[config.mk]
export PLATFORM = sky130hd
export DESIGN_NAME = mips_multicycle_controller
export DESIGN_NICKNAME = d
export VERILOG_FILES = /design/src/rtl/mips_ctrl_pkg.sv /design/src/rtl/mips_alu_decoder.sv /design/src/rtl/mips_multicycle_controller.sv
export SDC_FILE = /design/constraint.sdc
export NUM_CORES = 1
export LEC_CHECK = 0
export ABC_AREA = 1
export BUFFER_PORTS_ARGS = -buffer_cell sky130_fd_sc_hd__buf_4
export CAP_MARGIN = 20
export CORE_MARGIN = 2
export CORE_UTILIZATION = 50
export DETAILED_ROUTE_END_ITERATION = 16
export HOLD_SLACK_MARGIN = 0.06
export PLACE_DENSITY_LB_ADDON = 0.3
export SLEW_MARGIN = 20
export SYNTH_ARGS = -nofsm -noshare
export SYNTH_HDL_FRONTEND = slang
export SYNTH_SLANG_ARGS = --single-unit
[constraint.sdc]
create_clock -name clk -period 1.8 [get_ports clk]
set_input_delay 0.36 -clock clk [delete_from_list [all_inputs] [get_ports clk]]
set_output_delay 0.36 -clock clk [all_outputs]
set_load 0.02 [all_outputs]
[src/rtl/mips_ctrl_pkg.sv]
// Shared encodings for the multicycle MIPS main controller: opcodes, functs,
// ALU codes, state encoding and the per-state Moore control bundle.
package mips_ctrl_pkg;

    localparam int OP_W     = 6;
    localparam int FUNCT_W  = 6;
    localparam int ALUCTL_W = 3;

    localparam logic [OP_W-1:0] OP_RTYPE = 6'b000000;
    localparam logic [OP_W-1:0] OP_LW    = 6'b100011;
    localparam logic [OP_W-1:0] OP_SW    = 6'b101011;
    localparam logic [OP_W-1:0] OP_BEQ   = 6'b000100;
    localparam logic [OP_W-1:0] OP_ADDI  = 6'b001000;
    localparam logic [OP_W-1:0] OP_J     = 6'b000010;

    localparam logic [FUNCT_W-1:0] FUNCT_ADD = 6'b100000;
    localparam logic [FUNCT_W-1:0] FUNCT_SUB = 6'b100010;
    localparam logic [FUNCT_W-1:0] FUNCT_AND = 6'b100100;
    localparam logic [FUNCT_W-1:0] FUNCT_OR  = 6'b100101;
    localparam logic [FUNCT_W-1:0] FUNCT_SLT = 6'b101010;

    localparam logic [ALUCTL_W-1:0] ALU_AND = 3'b000;
    localparam logic [ALUCTL_W-1:0] ALU_OR  = 3'b001;
    localparam logic [ALUCTL_W-1:0] ALU_ADD = 3'b010;
    localparam logic [ALUCTL_W-1:0] ALU_SUB = 3'b110;
    localparam logic [ALUCTL_W-1:0] ALU_SLT = 3'b111;

    typedef enum logic [3:0] {
        S_FETCH   = 4'd0,
        S_DECODE  = 4'd1,
        S_MEMADR  = 4'd2,
        S_MEMRD   = 4'd3,
        S_MEMWB   = 4'd4,
        S_MEMWR   = 4'd5,
        S_EXECUTE = 4'd6,
        S_ALUWB   = 4'd7,
        S_BRANCH  = 4'd8,
        S_ADDIEX  = 4'd9,
        S_ADDIWB  = 4'd10,
        S_JUMP    = 4'd11
    } state_e;

    localparam logic [1:0] ALUOP_ADD   = 2'b00;
    localparam logic [1:0] ALUOP_SUB   = 2'b01;
    localparam logic [1:0] ALUOP_FUNCT = 2'b10;

    localparam logic [1:0] SRCB_REG    = 2'b00;
    localparam logic [1:0] SRCB_FOUR   = 2'b01;
    localparam logic [1:0] SRCB_IMM    = 2'b10;
    localparam logic [1:0] SRCB_IMMSH2 = 2'b11;

    localparam logic [1:0] PCSRC_ALU    = 2'b00;
    localparam logic [1:0] PCSRC_ALUOUT = 2'b01;
    localparam logic [1:0] PCSRC_JUMP   = 2'b10;

    typedef struct packed {
        logic       iord;
        logic       mem_write;
        logic       ir_write;
        logic       reg_dst;
        logic       mem_to_reg;
        logic       reg_write;
        logic       alu_src_a;
        logic [1:0] alu_src_b;
        logic [1:0] pc_src;
        logic       pc_write;
        logic       branch;
        logic [1:0] alu_op;
    } ctrl_t;

    // Moore decode; unused state codes fall through to all-zero enables.
    function automatic ctrl_t state_ctrl(input state_e s);
        ctrl_t c;
        c = '0;
        case (s)
            S_FETCH: begin
                c.alu_src_b = SRCB_FOUR;
                c.ir_write  = 1'b1;
                c.pc_write  = 1'b1;
            end
            S_DECODE:  c.alu_src_b = SRCB_IMMSH2;
            S_MEMADR, S_ADDIEX: begin
                c.alu_src_a = 1'b1;
                c.alu_src_b = SRCB_IMM;
            end
            S_MEMRD:   c.iord = 1'b1;
            S_MEMWB: begin
                c.mem_to_reg = 1'b1;
                c.reg_write  = 1'b1;
            end
            S_MEMWR: begin
                c.iord      = 1'b1;
                c.mem_write = 1'b1;
            end
            S_EXECUTE: begin
                c.alu_src_a = 1'b1;
                c.alu_src_b = SRCB_REG;
                c.alu_op    = ALUOP_FUNCT;
            end
            S_ALUWB: begin
                c.reg_dst   = 1'b1;
                c.reg_write = 1'b1;
            end
            S_BRANCH: begin
                c.alu_src_a = 1'b1;
                c.alu_src_b = SRCB_REG;
                c.alu_op    = ALUOP_SUB;
                c.pc_src    = PCSRC_ALUOUT;
                c.branch    = 1'b1;
            end
            S_ADDIWB:  c.reg_write = 1'b1;
            S_JUMP: begin
                c.pc_src   = PCSRC_JUMP;
                c.pc_write = 1'b1;
            end
            default:   c = '0;
        endcase
        return c;
    endfunction

endpackage

[src/rtl/mips_alu_decoder.sv]
// ALU function decode from ALUOp and funct; flags functs the ALU does not support.
module mips_alu_decoder
    import mips_ctrl_pkg::*;
#(
    parameter int FUNCT_WIDTH   = 6,
    parameter int ALUCTRL_WIDTH = 3
) (
    input  logic [1:0]               alu_op,
    input  logic [FUNCT_WIDTH-1:0]   funct,
    output logic [ALUCTRL_WIDTH-1:0] alu_control,
    output logic                     funct_illegal
);

    always_comb begin
        alu_control   = ALU_ADD;
        funct_illegal = 1'b0;
        case (alu_op)
            ALUOP_SUB: alu_control = ALU_SUB;
            ALUOP_FUNCT: begin
                case (funct)
                    FUNCT_ADD: alu_control = ALU_ADD;
                    FUNCT_SUB: alu_control = ALU_SUB;
                    FUNCT_AND: alu_control = ALU_AND;
                    FUNCT_OR:  alu_control = ALU_OR;
                    FUNCT_SLT: alu_control = ALU_SLT;
                    default:   funct_illegal = 1'b1;
                endcase
            end
            default:   alu_control = ALU_ADD;
        endcase
    end

endmodule

[src/rtl/mips_multicycle_controller.sv]
// Main FSM for the multicycle MIPS datapath; Moore enables are registered
// from the next state so they change cleanly on the clock edge.
//
// state   | meaning
// FETCH   | read instruction at PC into IR, PC <= PC+4
// DECODE  | read registers, precompute branch target
// MEMADR  | lw/sw effective address
// MEMRD   | lw data read
// MEMWB   | lw writeback to rt
// MEMWR   | sw data write
// EXECUTE | R-type ALU operation
// ALUWB   | R-type writeback to rd
// BRANCH  | beq compare, conditional PC load
// ADDIEX  | addi ALU operation
// ADDIWB  | addi writeback to rt
// JUMP    | PC <= jump target
module mips_multicycle_controller
    import mips_ctrl_pkg::*;
#(
    parameter int OP_WIDTH      = 6,
    parameter int FUNCT_WIDTH   = 6,
    parameter int ALUCTRL_WIDTH = 3
) (
    input  logic                     clk,
    input  logic                     rst_n,
    input  logic [OP_WIDTH-1:0]      Op,
    input  logic [FUNCT_WIDTH-1:0]   Funct,
    input  logic                     Zero,
    output logic                     IorD,
    output logic                     MemWrite,
    output logic                     IRWrite,
    output logic                     RegDst,
    output logic                     MemtoReg,
    output logic                     RegWrite,
    output logic                     ALUSrcA,
    output logic [1:0]               ALUSrcB,
    output logic [ALUCTRL_WIDTH-1:0] ALUControl,
    output logic [1:0]               PCSrc,
    output logic                     PCEn,
    output logic                     IllegalInstr
);

    state_e state_q, state_d;
    ctrl_t  ctrl_q, ctrl_d;
    logic   op_illegal;
    logic   funct_illegal;

    always_comb begin
        state_d    = S_FETCH;
        op_illegal = 1'b0;
        case (state_q)
            S_FETCH:  state_d = S_DECODE;
            S_DECODE: begin
                case (Op)
                    OP_LW, OP_SW: state_d = S_MEMADR;
                    OP_RTYPE:     state_d = S_EXECUTE;
                    OP_BEQ:       state_d = S_BRANCH;
                    OP_ADDI:      state_d = S_ADDIEX;
                    OP_J:         state_d = S_JUMP;
                    default: begin
                        state_d    = S_FETCH;
                        op_illegal = 1'b1;
                    end
                endcase
            end
            S_MEMADR:  state_d = (Op == OP_LW) ? S_MEMRD : S_MEMWR;
            S_MEMRD:   state_d = S_MEMWB;
            S_EXECUTE: state_d = S_ALUWB;
            S_ADDIEX:  state_d = S_ADDIWB;
            default:   state_d = S_FETCH;
        endcase
        ctrl_d = state_ctrl(state_d);
    end

    // Async reset lands directly on the FETCH decode so no write enable survives it.
    always_ff @(posedge clk or negedge rst_n) begin
        if (!rst_n) begin
            state_q <= S_FETCH;
            ctrl_q  <= state_ctrl(S_FETCH);
        end else begin
            state_q <= state_d;
            ctrl_q  <= ctrl_d;
        end
    end

    mips_alu_decoder #(
        .FUNCT_WIDTH   (FUNCT_WIDTH),
        .ALUCTRL_WIDTH (ALUCTRL_WIDTH)
    ) u_alu_decoder (
        .alu_op        (ctrl_q.alu_op),
        .funct         (Funct),
        .alu_control   (ALUControl),
        .funct_illegal (funct_illegal)
    );

    assign IorD         = ctrl_q.iord;
    assign MemWrite     = ctrl_q.mem_write;
    assign IRWrite      = ctrl_q.ir_write;
    assign RegDst       = ctrl_q.reg_dst;
    assign MemtoReg     = ctrl_q.mem_to_reg;
    assign RegWrite     = ctrl_q.reg_write;
    assign ALUSrcA      = ctrl_q.alu_src_a;
    assign ALUSrcB      = ctrl_q.alu_src_b;
    assign PCSrc        = ctrl_q.pc_src;
    assign PCEn         = ctrl_q.pc_write | (ctrl_q.branch & Zero);
    assign IllegalInstr = op_illegal | ((state_q == S_EXECUTE) & funct_illegal);

endmodule

==> results of run 1 <==
==> state kept, by name, indices dropped and copies added, names as in the netlist <==
name      cells
IRWrite       1
ctrl_q        2
state_q       4
RegWrite      1
MemWrite      1
ALUSrcA       1
PCSrc         2
RegDst        1
IorD          1
MemtoReg      1
ALUSrcB       2
==> final timing paths <==
check,start,to,slack (ns)
worst min register to register,state_q[2],MemtoReg,0.70
worst max register to register,state_q[1],ALUSrcB[1],0.16
min in group clk,Op[4],MemWrite,0.46
worst min-delay path,rst_n,MemtoReg,0.45
worst max-delay path,PCSrc[0],ALUControl[2],-0.02
max in group asynchronous,rst_n,ALUSrcB[0],1.09
==> what timing repair did <==
| item | in CTS | in global routing |
|---|---|---|
| buffers inserted | 7 | 6 |
| setup endpoints to repair | 3 | 4 |
| endpoints found under the hold margin | 14 | 0 |
| hold buffers | 1 | 0 |
| resized for setup | 7 | 1 |
| pin swaps | 5 | 3 |
==> kinds of logic after synthesis <==
group / after synthesis
compound gates: 8
buf+inv: 36
flops: 17
simple gates: 84
fa+ha+maj: 2
==> power breakdown <==
group          internal, uW  leakage, uW  switching (uW)
registers               482     0.000222            34.8
logic                   320     0.000618             430
clock network          82.8    0.0000177             118
total                   884     0.000858             583
==> through the flow <==
stage	cell area, um^2	setup TNS [ns]	setup WS [ns]	instances
after global routing	1490	-0.256	-0.0972	219
after floorplan	1090	0	0.108	147
after CTS	1450	-0.0772	-0.0402	213
final	1490	-0.0244	-0.0202	219
after detailed placement	1320	0	0.0230	201
after global placement	1320	0	0.0627	201
==> critical path, stage by stage (launching register included) <==
cell	delay, ns
dfrtp_1	0.39
inv_2	0.07
ha_4	0.20
inv_2	0.06
nand2_2	0.06
o32ai_2	0.21
buf_4	0.18
==> metal layers <==
metal  vias to the layer above  GRT usage, %
met5                         -             0
met4                         0          5.41
met3                         6          4.46
met2                        39          38.6
met1                       466          26.2
li1                        544             -
==> cells in the final DEF (no fill, tap or decap) <==
cell type,Yosys,layout
nand4_1,3,3
clkbuf_4,0,3
nand3_2,1,2
nor4_4,0,1
a21oi_1,3,3
o31ai_2,0,1
ha_4,0,1
nor4_1,1,1
o211ai_1,1,1
nor2_2,7,7
nor2_4,1,1
clkinv_2,1,2
inv_1,25,22
a21o_1,1,1
dfrtp_1,14,14
o21ai_0,1,1
nor2_1,18,18
nand2_4,2,2
inv_2,6,9
nor3_1,1,1
o32ai_2,0,1
dlygate4sd3_1,0,1
nand3_1,15,14
nand2_2,6,7
or2_2,1,1
dfstp_2,3,3
nand3b_1,1,1
nand2_1,26,25
ha_1,2,1
buf_4,4,44
==> cell type report <==
cell class / instances / area share (%)
Clock inverter: 1 / 0.336
Timing Repair Buffer: 45 / 22.8
Multi-Input combinational cell: 94 / 36.2
Tap cell: 27 / 2.27
Clock buffer: 3 / 1.51
Sequential cell: 17 / 28.8
Inverter: 32 / 8.14
==> summary.json, run 1 <==
{
  "synth_sequential_area_ratio_pct": 39.8,
  "synth.net_count": 164,
  "run_status": "finished, violations left",
  "power_leakage_uw": 0.000858,
  "cap_violations": 0,
  "finalWorstSetupSlack_ns": -0.0202,
  "finalNetCount": 210,
  "grt_first_pass_wirelength_um": 4150,
  "timing.critical_path.from_type": "register",
  "fp.coreArea_um2": 2000,
  "die_width_um": 50.4,
  "cts.reportedPaths.clkPinSlew_ns": 0.10,
  "synth_commonest_cells": "26 x nand2_1, 25 x inv_1, 18 x nor2_1",
  "antenna_violating_nets_post_route": 0,
  "yosysWarningCount": 0,
  "synth.area.mux_share_pct": 0,
  "syn-mean-instance-area_um2": 7.34,
  "vias_per_cell": 4.82,
  "clock-sinks": 17,
  "detail_route.wirelength_um": 2440,
  "dp.final_hpwl_um": 1820,
  "cp_data_arrival_time_ns": 1.46,
  "main_combinational_cell_family_by_area_after_synthesis": "simple AND/OR/NAND/NOR gates",
  "synthTopCellsByArea": "dfrtp_1 32%, nand2_1 9.0%, inv_1 8.7%",
  "worst_hold_slack_ns": 0.449,
  "antenna_cells_inserted": 0,
  "period_needed_ns": 1.82,
  "postSynth.topFlopCell": "dfrtp_1",
  "post-layout-total-power_uw": 1470,
  "yosys.cell_count.top_type": "nand2_1",
  "synth_simple_gate_area_share_pct": 39.1,
  "worstPathRequired_ns": 1.44,
  "global_route_overflow": 0,
  "multi_input_area_um2": 539,
  "synth.cell_area_um2": 1080,
  "synth_top_area_share_pct": 32.5,
  "routedLengthMet1_um": 1020,
  "critPathCaptureType": "output port",
  "floorplan.die_area_um2": 2540,
  "floorplan.initialDensity_pct": 53.9,
  "drt-initial-drc-count": 32,
  "grt_antenna_before_repair": 0,
  "cts_buffer_depth": 2,
  "floorplan.io_pins": 31,
  "seq_area_um2": 429,
  "maxUsedRoutingLayer": "met4",
  "met3WireLength_um": 145,
  "floorplan.die.height_um": 50.4,
  "r2r.worst_path.cells": 12,
  "maximum_clock_rate_mhz": 549,
  "async_reset_ff_share_pct": 100,
  "tightest_slew_ns": 0.311,
  "dr.pass1.iters": 4,
  "worst_ir_drop_vdd_mv": 0.810,
  "port_buffers": 30,
  "class_of_the_tightest_hold_or_removal_check": "input port to async pin",
  "clock_tree_from_tritoncts": "yes",
  "final_layout_size_suffix_gt1_share_pct": 44.3,
  "post_synth_adder_cell_area_pct": 2.32,
  "final-hold-violation-count": 0,
  "clkLatencyLatePin_ns": 0.29,
  "setup_viol": 2,
  "xor_xnor_portion_of_the_synthesized_cell_area_pct": 0,
  "synth_compound_gate_area_share_pct": 4.76,
  "h_tree_lvl_count": 1,
  "post-route-period-util_pct": 101,
  "synthesis.instances": 147,
  "powerDensity_nw_per_um2": 984,
  "numCtsBuffers": 3,
  "ctsRootBufferMaster": "clkbuf_4",
  "clock_skew_ns": 0.00478,
  "post_synth_num_cell_types": 27,
  "normalized_max_slew_margin_pct": 79.1,
  "rsz_0062_raised_after_global_routing": "true",
  "timing_max_transition_violations_final": 0,
  "gp_congestion": 0.889,
  "synth_enable_flop_cells": 0,
  "critical_path_peak_fanout": 2,
  "final_core_util_pct": 74.5,
  "drc_errors": 0,
  "violated_checks": "setup timing",
  "detailroute.via_count": 1055,
  "area.growth.synth_to_final_pct": 38.3,
  "met2_wirelength_um": 1240,
  "yosys_register_bits": 17,
  "num-fill-cells": 133,
  "synth_largest_area_cell": "dfrtp_1",
  "worst-setup-path-type": "register to output port",
  "placementRows": 16,
  "first_global_vias": 999,
  "largest_net_degree_at_the_start_of_global_routing": 18,
  "wl_per_cell_um": 11.1,
  "groute.usage.overall_pct": 21.5
}
(Power assumes the default switching activity.)
==> run 2: changes to the inputs <==
- CORE_UTILIZATION: 50 -> 49
- SYNTH_HIERARCHICAL: not set -> 1
==> summary.json, run 2 <==
{
  "run_status": "completed",
  "async_reset_ff_share": {"value": 100, "unit": "%", "change": "unchanged"},
  "floorplan.initialDensity": {"value": 51.4, "unit": "%", "change": "-2.5 points"},
  "clock_skew": {"value": 0.00483, "unit": "ns", "change": "+0.0000487 ns"},
  "final_core_util": {"value": 72.7, "unit": "%", "change": "-1.8 points"},
  "grt_first_pass_wirelength": {"value": 3680, "unit": "um", "change": "-11%"},
  "post_synth_num_cell_types": {"value": 21, "change": "-22%"},
  "cts_buffer_depth": {"value": 2, "change": "unchanged"},
  "fin_cells": {"value": 202, "change": "-7.8%"},
  "detail_route.wirelength": {"value": 2180, "unit": "um", "change": "-10%"},
  "dp.final_hpwl": {"value": 1580, "unit": "um", "change": "-13%"},
  "detailroute.via_count": {"value": 941, "change": "-11%"},
  "antenna_cells_inserted": {"value": 0, "change": "unchanged"},
  "grt_antenna_before_repair": {"value": 0, "change": "unchanged"},
  "synth_commonest_cells": "21 x nand2_1, 19 x inv_1, 19 x nor2_1",
  "normalized_max_slew_margin": {"value": 83.3, "unit": "%", "change": "+4.2 points"},
  "tightest_slew": {"value": 0.249, "unit": "ns", "change": "-0.0615 ns"},
  "floorplan.io_pins": {"value": 31, "change": "unchanged"},
  "synth_sequential_area_ratio": {"value": 43.0, "unit": "%", "change": "+3.2 points"},
  "worst_ir_drop_vdd": {"value": 0.733, "unit": "mV", "change": "-9.5%"},
  "finalNetCount": {"value": 193, "change": "-8.1%"},
  "placed_cells": {"value": 184, "change": "-8.5%"},
  "largest_net_degree_at_the_start_of_global_routing": {"value": 18, "change": "unchanged"},
  "period_needed": {"value": 1.78, "unit": "ns", "change": "-0.0395 ns"},
  "yosys_register_bits": {"value": 17, "change": "unchanged"},
  "synthTopCellsByArea": "dfrtp_1 35%, dfstp_2 7.9%, nand2_1 7.9%",
  "synth_top_area_share": {"value": 35.1, "unit": "%", "change": "+2.6 points"},
  "wl_per_cell": {"value": 10.8, "unit": "um", "change": "-2.9%"},
  "drt-initial-drc-count": {"value": 10, "change": "-69%"},
  "global_route_overflow": {"value": 0, "change": "unchanged"},
  "layout_commonest_cell": "buf_4",
  "largest-register": "state_q",
  "mostFrequentLayoutCells": "41 x buf_4, 19 x nand2_1, 18 x inv_1, 18 x nor2_1, 14 x dfrtp_1",
  "drc_errors": {"value": 0, "change": "unchanged"},
  "largest_reg_flops": {"value": 4, "change": "unchanged"},
  "critical_path_peak_fanout": {"value": 3, "change": "+1"},
  "finalSetupTns": {"value": 0, "unit": "ns", "change": "+0.0244 ns"},
  "rsz_0062_raised_after_global_routing": "true",
  "final_layout_size_suffix_gt1_share": {"value": 48.6, "unit": "%", "change": "+4.3 points"},
  "timing.critical_path.from_type": "register",
  "first_global_vias": {"value": 890, "change": "-11%"},
  "synthesis.instances": {"value": 131, "change": "-11%"},
  "clock_tree_from_tritoncts": "yes",
  "powerDensity": {"value": 1050, "unit": "nW/um^2", "change": "+6.5%"},
  "post-route-period-util": {"value": 98.9, "unit": "%", "change": "-2.2 points"},
  "cts.reportedPaths.clkPinSlew": {"value": 0.10, "unit": "ns", "change": "about the same"},
  "yosys.cell_count.top_type": "nand2_1",
  "numCtsBuffers": {"value": 3, "change": "unchanged"},
  "num-fill-cells": {"value": 150, "change": "+13%"},
  "floorplan.die.height": {"value": 49.1, "unit": "um", "change": "-2.6%"},
  "worst_hold_slack": {"value": 0.391, "unit": "ns", "change": "-0.0580 ns"},
  "cap_violations": {"value": 0, "change": "unchanged"},
  "synth.net_count": {"value": 148, "change": "-9.8%"},
  "class_of_the_tightest_hold_or_removal_check": "input port to register",
  "ctsRootBufferMaster": "clkbuf_4",
  "floorplan.die_area": {"value": 2410, "unit": "um^2", "change": "-5.2%"},
  "vias_per_cell": {"value": 4.66, "change": "-3.3%"},
  "worstPathRequired": {"value": 1.44, "unit": "ns", "change": "about the same"},
  "groute.usage.overall": {"value": 20.1, "unit": "%", "change": "-1.4 points"},
  "cp_data_arrival_time": {"value": 1.42, "unit": "ns", "change": "-0.04 ns"},
  "rr_startpoint": "state_q[2]",
  "syn-mean-instance-area": {"value": 7.61, "unit": "um^2", "change": "+3.8%"},
  "timing_max_transition_violations_final": {"value": 0, "change": "unchanged"},
  "final-hold-violation-count": {"value": 0, "change": "unchanged"},
  "antenna_violating_nets_post_route": {"value": 0, "change": "unchanged"},
  "post-layout-total-power": {"value": 1480, "unit": "uW", "change": "+0.78%"},
  "area.growth.synth_to_final_pct": 41.5,
  "critPathCaptureType": "output port",
  "synth_largest_area_cell": "dfrtp_1",
  "dr.pass1.iters": {"value": 4, "change": "unchanged"},
  "maximum_clock_rate": {"value": 562, "unit": "MHz", "change": "+2.2%"},
  "postSynth.topFlopCell": "dfrtp_1",
  "seq_area": {"value": 429, "unit": "um^2", "change": "unchanged"},
  "synth_enable_flop_cells": {"value": 0, "change": "unchanged"},
  "h_tree_lvl_count": {"value": 1, "change": "unchanged"},
  "worst_setup_path_startpoint": "PCSrc[0]",
  "die_width": {"value": 49.1, "unit": "um", "change": "-2.6%"},
  "min-delay-start": "Op[4]",
  "synth.cell_area": {"value": 997, "unit": "um^2", "change": "-7.5%"},
  "power_leakage": {"value": 0.000785, "unit": "uW", "change": "-8.4%"},
  "worst-setup-path-type": "register to output port",
  "placementRows": {"value": 16, "change": "unchanged"},
  "yosysWarningCount": {"value": 6, "change": "+6"},
  "clock-sinks": {"value": 17, "change": "unchanged"},
  "multi_input_area": {"value": 487, "unit": "um^2", "change": "-9.7%"},
  "fp.coreArea": {"value": 1940, "unit": "um^2", "change": "-3.0%"},
  "gp_congestion": {"value": 0.843, "change": "-5.2%"},
  "clkLatencyLatePin": {"value": 0.29, "unit": "ns", "change": "about the same"},
  "port_buffers": {"value": 30, "change": "unchanged"},
  "setup_viol": {"value": 0, "change": "-2"}
}
## run 2: what timing repair did
| item | in CTS | in global routing |
|---|---|---|
| gates resized for setup | 6 | 9 |
| pin swaps | 3 | 8 |
| endpoints found under the hold margin | 14 | 0 |
| setup buffers | 8 | 5 |
| hold buffers | 1 | 0 |
| setup endpoints to repair | 2 | 3 |
## run 2: path summary, 6_finish.rpt
kind	endpoint	slack [ns]	depth (start not counted)
hold / removal	MemWrite	0.39	5
setup / recovery	ALUControl[2]	0.02	7
setup reg to reg	ALUSrcA	0.20	11
hold reg to reg	MemtoReg	0.63	2
min in group asynchronous	state_q[2]	0.45	2
max in group asynchronous	ctrl_q[3]	1.10	2
## run 2: kinds of logic after synthesis
kind of cell | Yosys count | synth area share (%)
compound gates | 7 | 4.52
fa+ha+maj | 2 | 2.51
buf+inv | 29 | 12.4
flops | 17 | 43.0
simple gates | 76 | 37.5
## run 2: metal layers
| layer | vias up | global-route usage, % | routed length, um |
|---|---|---|---|
| met2 | 27 | 35.8 | 1130 |
| met3 | 8 | 3.37 | 120 |
| met1 | 419 | 23.7 | 872 |
| li1 | 487 | - | - |
| met5 | - | 0 | 0 |
| met4 | 0 | 8.57 | 62 |
## run 2: area by class of cell
type	instances	share of cell area, %
Clock buffer	3	1.60
Clock inverter	1	0.355
Inverter	25	6.65
Multi-Input combinational cell	85	34.5
Sequential cell	17	30.4
Tap cell	27	2.39
Timing Repair Buffer	44	24.1
## run 2: power by group
| group | switching [uW] | internal (uW) |
|---|---|---|
| logic | 405 | 334 |
| registers | 48.5 | 486 |
| clock network | 122 | 82.7 |
| total | 576 | 902 |
## run 2: metrics by stage
| step | setup WS (ns) | cell area (um^2) |
|---|---|---|
| final | 0.0193 | 1410 |
| after global routing | -0.0889 | 1410 |
| after CTS | -0.000231 | 1350 |
| after detailed placement | 0.173 | 1230 |
| after global placement | 0.229 | 1230 |
| after floorplan | 0.0973 | 997 |
## run 2: critical path, cell delays in order, from the launching register on
cell     delay, ns
dfrtp_1       0.39
inv_1         0.06
ha_2          0.20
nand2_2       0.05
inv_2         0.06
nand3_2       0.07
a21oi_2       0.14
buf_4         0.15
==> run 3: changes to the inputs <==
- CORE_UTILIZATION: 49 -> 53
- REMOVE_ABC_BUFFERS: not set -> 1
- clock period: 1.8 -> 2.3 ns (I/O delays scaled with it)
==> summary.json, run 3 (synthesis gave the netlist of run 2 again) <==
{
  "dp.final_hpwl": {"value": 1660, "unit": "um", "change": "+5.3%"},
  "largest_reg_flops": {"value": 4, "change": "unchanged"},
  "critical_path_peak_fanout": {"value": 4, "change": "+1"},
  "met2_wirelength": {"value": 1030, "unit": "um", "change": "-8.3%"},
  "critPathCaptureType": "output port",
  "worstHoldPathCells": {"value": 5, "change": "unchanged"},
  "timing_max_transition_violations_final": {"value": 0, "change": "unchanged"},
  "floorplan.initialDensity": {"value": 57.1, "unit": "%", "change": "+5.8 points"},
  "finalSetupTns": {"value": 0, "unit": "ns", "change": "unchanged"},
  "final-hold-violation-count": {"value": 0, "change": "unchanged"},
  "tightest_slew": {"value": 0.288, "unit": "ns", "change": "+0.0391 ns"},
  "gp_congestion": {"value": 0.856, "change": "+1.5%"},
  "mostFrequentLayoutCells": "30 x buf_4, 21 x nand2_1, 19 x inv_1, 19 x nor2_1, 14 x dfrtp_1",
  "met3WireLength": {"value": 131, "unit": "um", "change": "+9.2%"},
  "clock-sinks": {"value": 17, "change": "unchanged"},
  "die_width": {"value": 47.4, "unit": "um", "change": "-3.5%"},
  "maximum_clock_rate_mhz": 481,
  "r2r.worst_path.cells": {"value": 10, "change": "-1"},
  "power_leakage": {"value": 0.000715, "unit": "uW", "change": "-9.0%"},
  "fp.coreArea": {"value": 1750, "unit": "um^2", "change": "-10%"},
  "groute.usage.overall": {"value": 20.6, "unit": "%", "change": "+0.51 points"},
  "run_status": "completed",
  "crit_cells": {"value": 8, "change": "+1"},
  "normalized_max_slew_margin": {"value": 80.7, "unit": "%", "change": "-2.6 points"},
  "drc_errors": {"value": 0, "change": "unchanged"},
  "layout_commonest_cell": "buf_4",
  "floorplan.die.height": {"value": 47.4, "unit": "um", "change": "-3.5%"},
  "detail_route.wirelength": {"value": 2030, "unit": "um", "change": "-6.7%"},
  "critical_path.max_stage_delay": {"value": 0.41, "unit": "ns", "change": "+0.02 ns"},
  "first_global_vias": {"value": 824, "change": "-7.4%"},
  "drt-initial-drc-count": {"value": 25, "change": "+15"},
  "worstPathRequired": {"value": 1.84, "unit": "ns", "change": "+0.40 ns"},
  "worst-setup-path-type": "register to output port",
  "cap_violations": {"value": 0, "change": "unchanged"},
  "wl_per_cell": {"value": 10.9, "unit": "um", "change": "+0.79%"},
  "cp_num_buf_inv": {"value": 3, "change": "unchanged"},
  "final_core_util": {"value": 72.2, "unit": "%", "change": "-0.49 points"},
  "antenna_violating_nets_post_route": {"value": 0, "change": "unchanged"},
  "worst_ir_drop_vdd": {"value": 0.490, "unit": "mV", "change": "-33%"},
  "class_of_the_tightest_hold_or_removal_check": "input port to register",
  "area.growth.synth_to_final_pct": 26.3,
  "post-route-period-util_pct": 90.5,
  "antenna_cells_inserted": {"value": 0, "change": "unchanged"},
  "dr.pass1.iters": {"value": 4, "change": "unchanged"},
  "grt_antenna_before_repair": {"value": 0, "change": "unchanged"},
  "period_needed_ns": 2.08,
  "num-fill-cells": {"value": 146, "change": "-2.7%"},
  "largest_net_degree_at_the_start_of_global_routing": {"value": 18, "change": "unchanged"},
  "vias_per_cell": {"value": 4.79, "change": "+2.9%"},
  "maxUsedRoutingLayer": "met4",
  "cts_buffer_depth": {"value": 2, "change": "unchanged"},
  "h_tree_lvl_count": {"value": 1, "change": "unchanged"},
  "cts_setup_buffers": {"value": 0, "change": "-8"},
  "largest-register": "state_q",
  "global_route_overflow": {"value": 0, "change": "unchanged"},
  "place_worst_setup_slack": {"value": 0.521, "unit": "ns", "change": "+0.348 ns"},
  "finalWorstSetupSlack": {"value": 0.220, "unit": "ns", "change": "+0.200 ns"},
  "post_dp_cell_area": {"value": 1220, "unit": "um^2", "change": "-0.20%"},
  "rsz_0062_raised_after_global_routing": "false",
  "placementRows": {"value": 15, "change": "-1"},
  "floorplan.io_pins": {"value": 31, "change": "unchanged"},
  "ctsResizeCount": {"value": 0, "change": "-6"},
  "powerDensity": {"value": 819, "unit": "nW/um^2", "change": "-22%"},
  "clock_skew": {"value": 0.00559, "unit": "ns", "change": "+0.000755 ns"},
  "seq_area": {"value": 429, "unit": "um^2", "change": "unchanged"},
  "clkLatencyLatePin": {"value": 0.29, "unit": "ns", "change": "about the same"},
  "timing.critical_path.from_type": "register",
  "critical-path-top-delay-family": "flip-flops",
  "final_layout_size_suffix_gt1_share": {"value": 38.3, "unit": "%", "change": "-10 points"},
  "grt_first_pass_wirelength": {"value": 3170, "unit": "um", "change": "-14%"},
  "numCtsBuffers": {"value": 3, "change": "unchanged"},
  "non_filler_cell_area_final": {"value": 1260, "unit": "um^2", "change": "-11%"},
  "finalNetCount": {"value": 180, "change": "-6.7%"},
  "cp_data_arrival_time": {"value": 1.62, "unit": "ns", "change": "+0.20 ns"},
  "cp_cell_sequence": "inv_2, nand2_2, nor2_2, nand2_2, inv_2, nand3_1, o21ai_0, buf_4",
  "port_buffers": {"value": 30, "change": "unchanged"},
  "ctsRootBufferMaster": "clkbuf_4",
  "clock_tree_from_tritoncts": "yes",
  "detailroute.via_count": {"value": 896, "change": "-4.8%"},
  "multi_input_area": {"value": 444, "unit": "um^2", "change": "-8.7%"},
  "cp_slowest_cell": "dfrtp_1",
  "routedLengthMet1": {"value": 846, "unit": "um", "change": "-3.0%"},
  "setup_viol": {"value": 0, "change": "unchanged"},
  "cts.reportedPaths.clkPinSlew": {"value": 0.10, "unit": "ns", "change": "about the same"},
  "floorplan.die_area": {"value": 2240, "unit": "um^2", "change": "-6.9%"}
}
[run 3: changes by cell type in the layout (fill, tap and decap cells not counted), sizes merged]
cell	delta
buf	-13
clkbuf	+1
clkinv	-1
[run 3: area by class of cell]
cell class | count | area share, %
clock buffer | 4 | 2.09
sequential | 17 | 34.1
timing repair buffer | 31 | 18.7
tap | 25 | 2.48
multi-input combinational | 85 | 35.3
inverter | 25 | 7.45
[run 3: metrics by stage]
step	instances	hold WS, ns	power [uW]
after floorplan	127	0.164	710
after CTS	187	0.496	1040
after global routing	187	0.525	1100
after global placement	182	0.326	863
final	187	0.500	1030
after detailed placement	182	0.332	878
[run 3: layer usage]
metal	track usage, %	vias up
met5	0	-
met3	5.38	4
li1	-	460
met4	10.0	0
met2	37.3	28
met1	21.9	404
[run 3: worst register-to-register path, cell delays in order, from the launching register on]
cell and delay [ns]:
dfrtp_1 0.44, inv_2 0.10, nand2_2 0.08, nor2_2 0.20
inv_1 0.08, nand3_1 0.10, nor2_1 0.07, nand2_2 0.09
nor2_1 0.04, nor2_1 0.15, nand2_1 0.08
[run 3: path summary, 6_finish.rpt]
path	startpoint	end	slack [ns]
min reg2reg	state_q[2]	RegDst	0.57
max reg2reg	state_q[0]	ALUSrcB[1]	0.75
min	Op[4]	MemWrite	0.50
max in group asynchronous	rst_n	ctrl_q[3]	1.48
min in group asynchronous	rst_n	RegDst	0.56
max	state_q[3]	IllegalInstr	0.22
[run 3: timing repair]
action	4_1_cts	5_1_grt
setup endpoints to repair	0	0
hold buffers	1	0
hold endpoints to repair	14	0
[run 3: report_power, final]
group	internal [uW]	leakage, uW	switching (uW)
clock	67.5	0.0000150	91.0
combinational	174	0.000478	286
sequential	380	0.000222	33.0
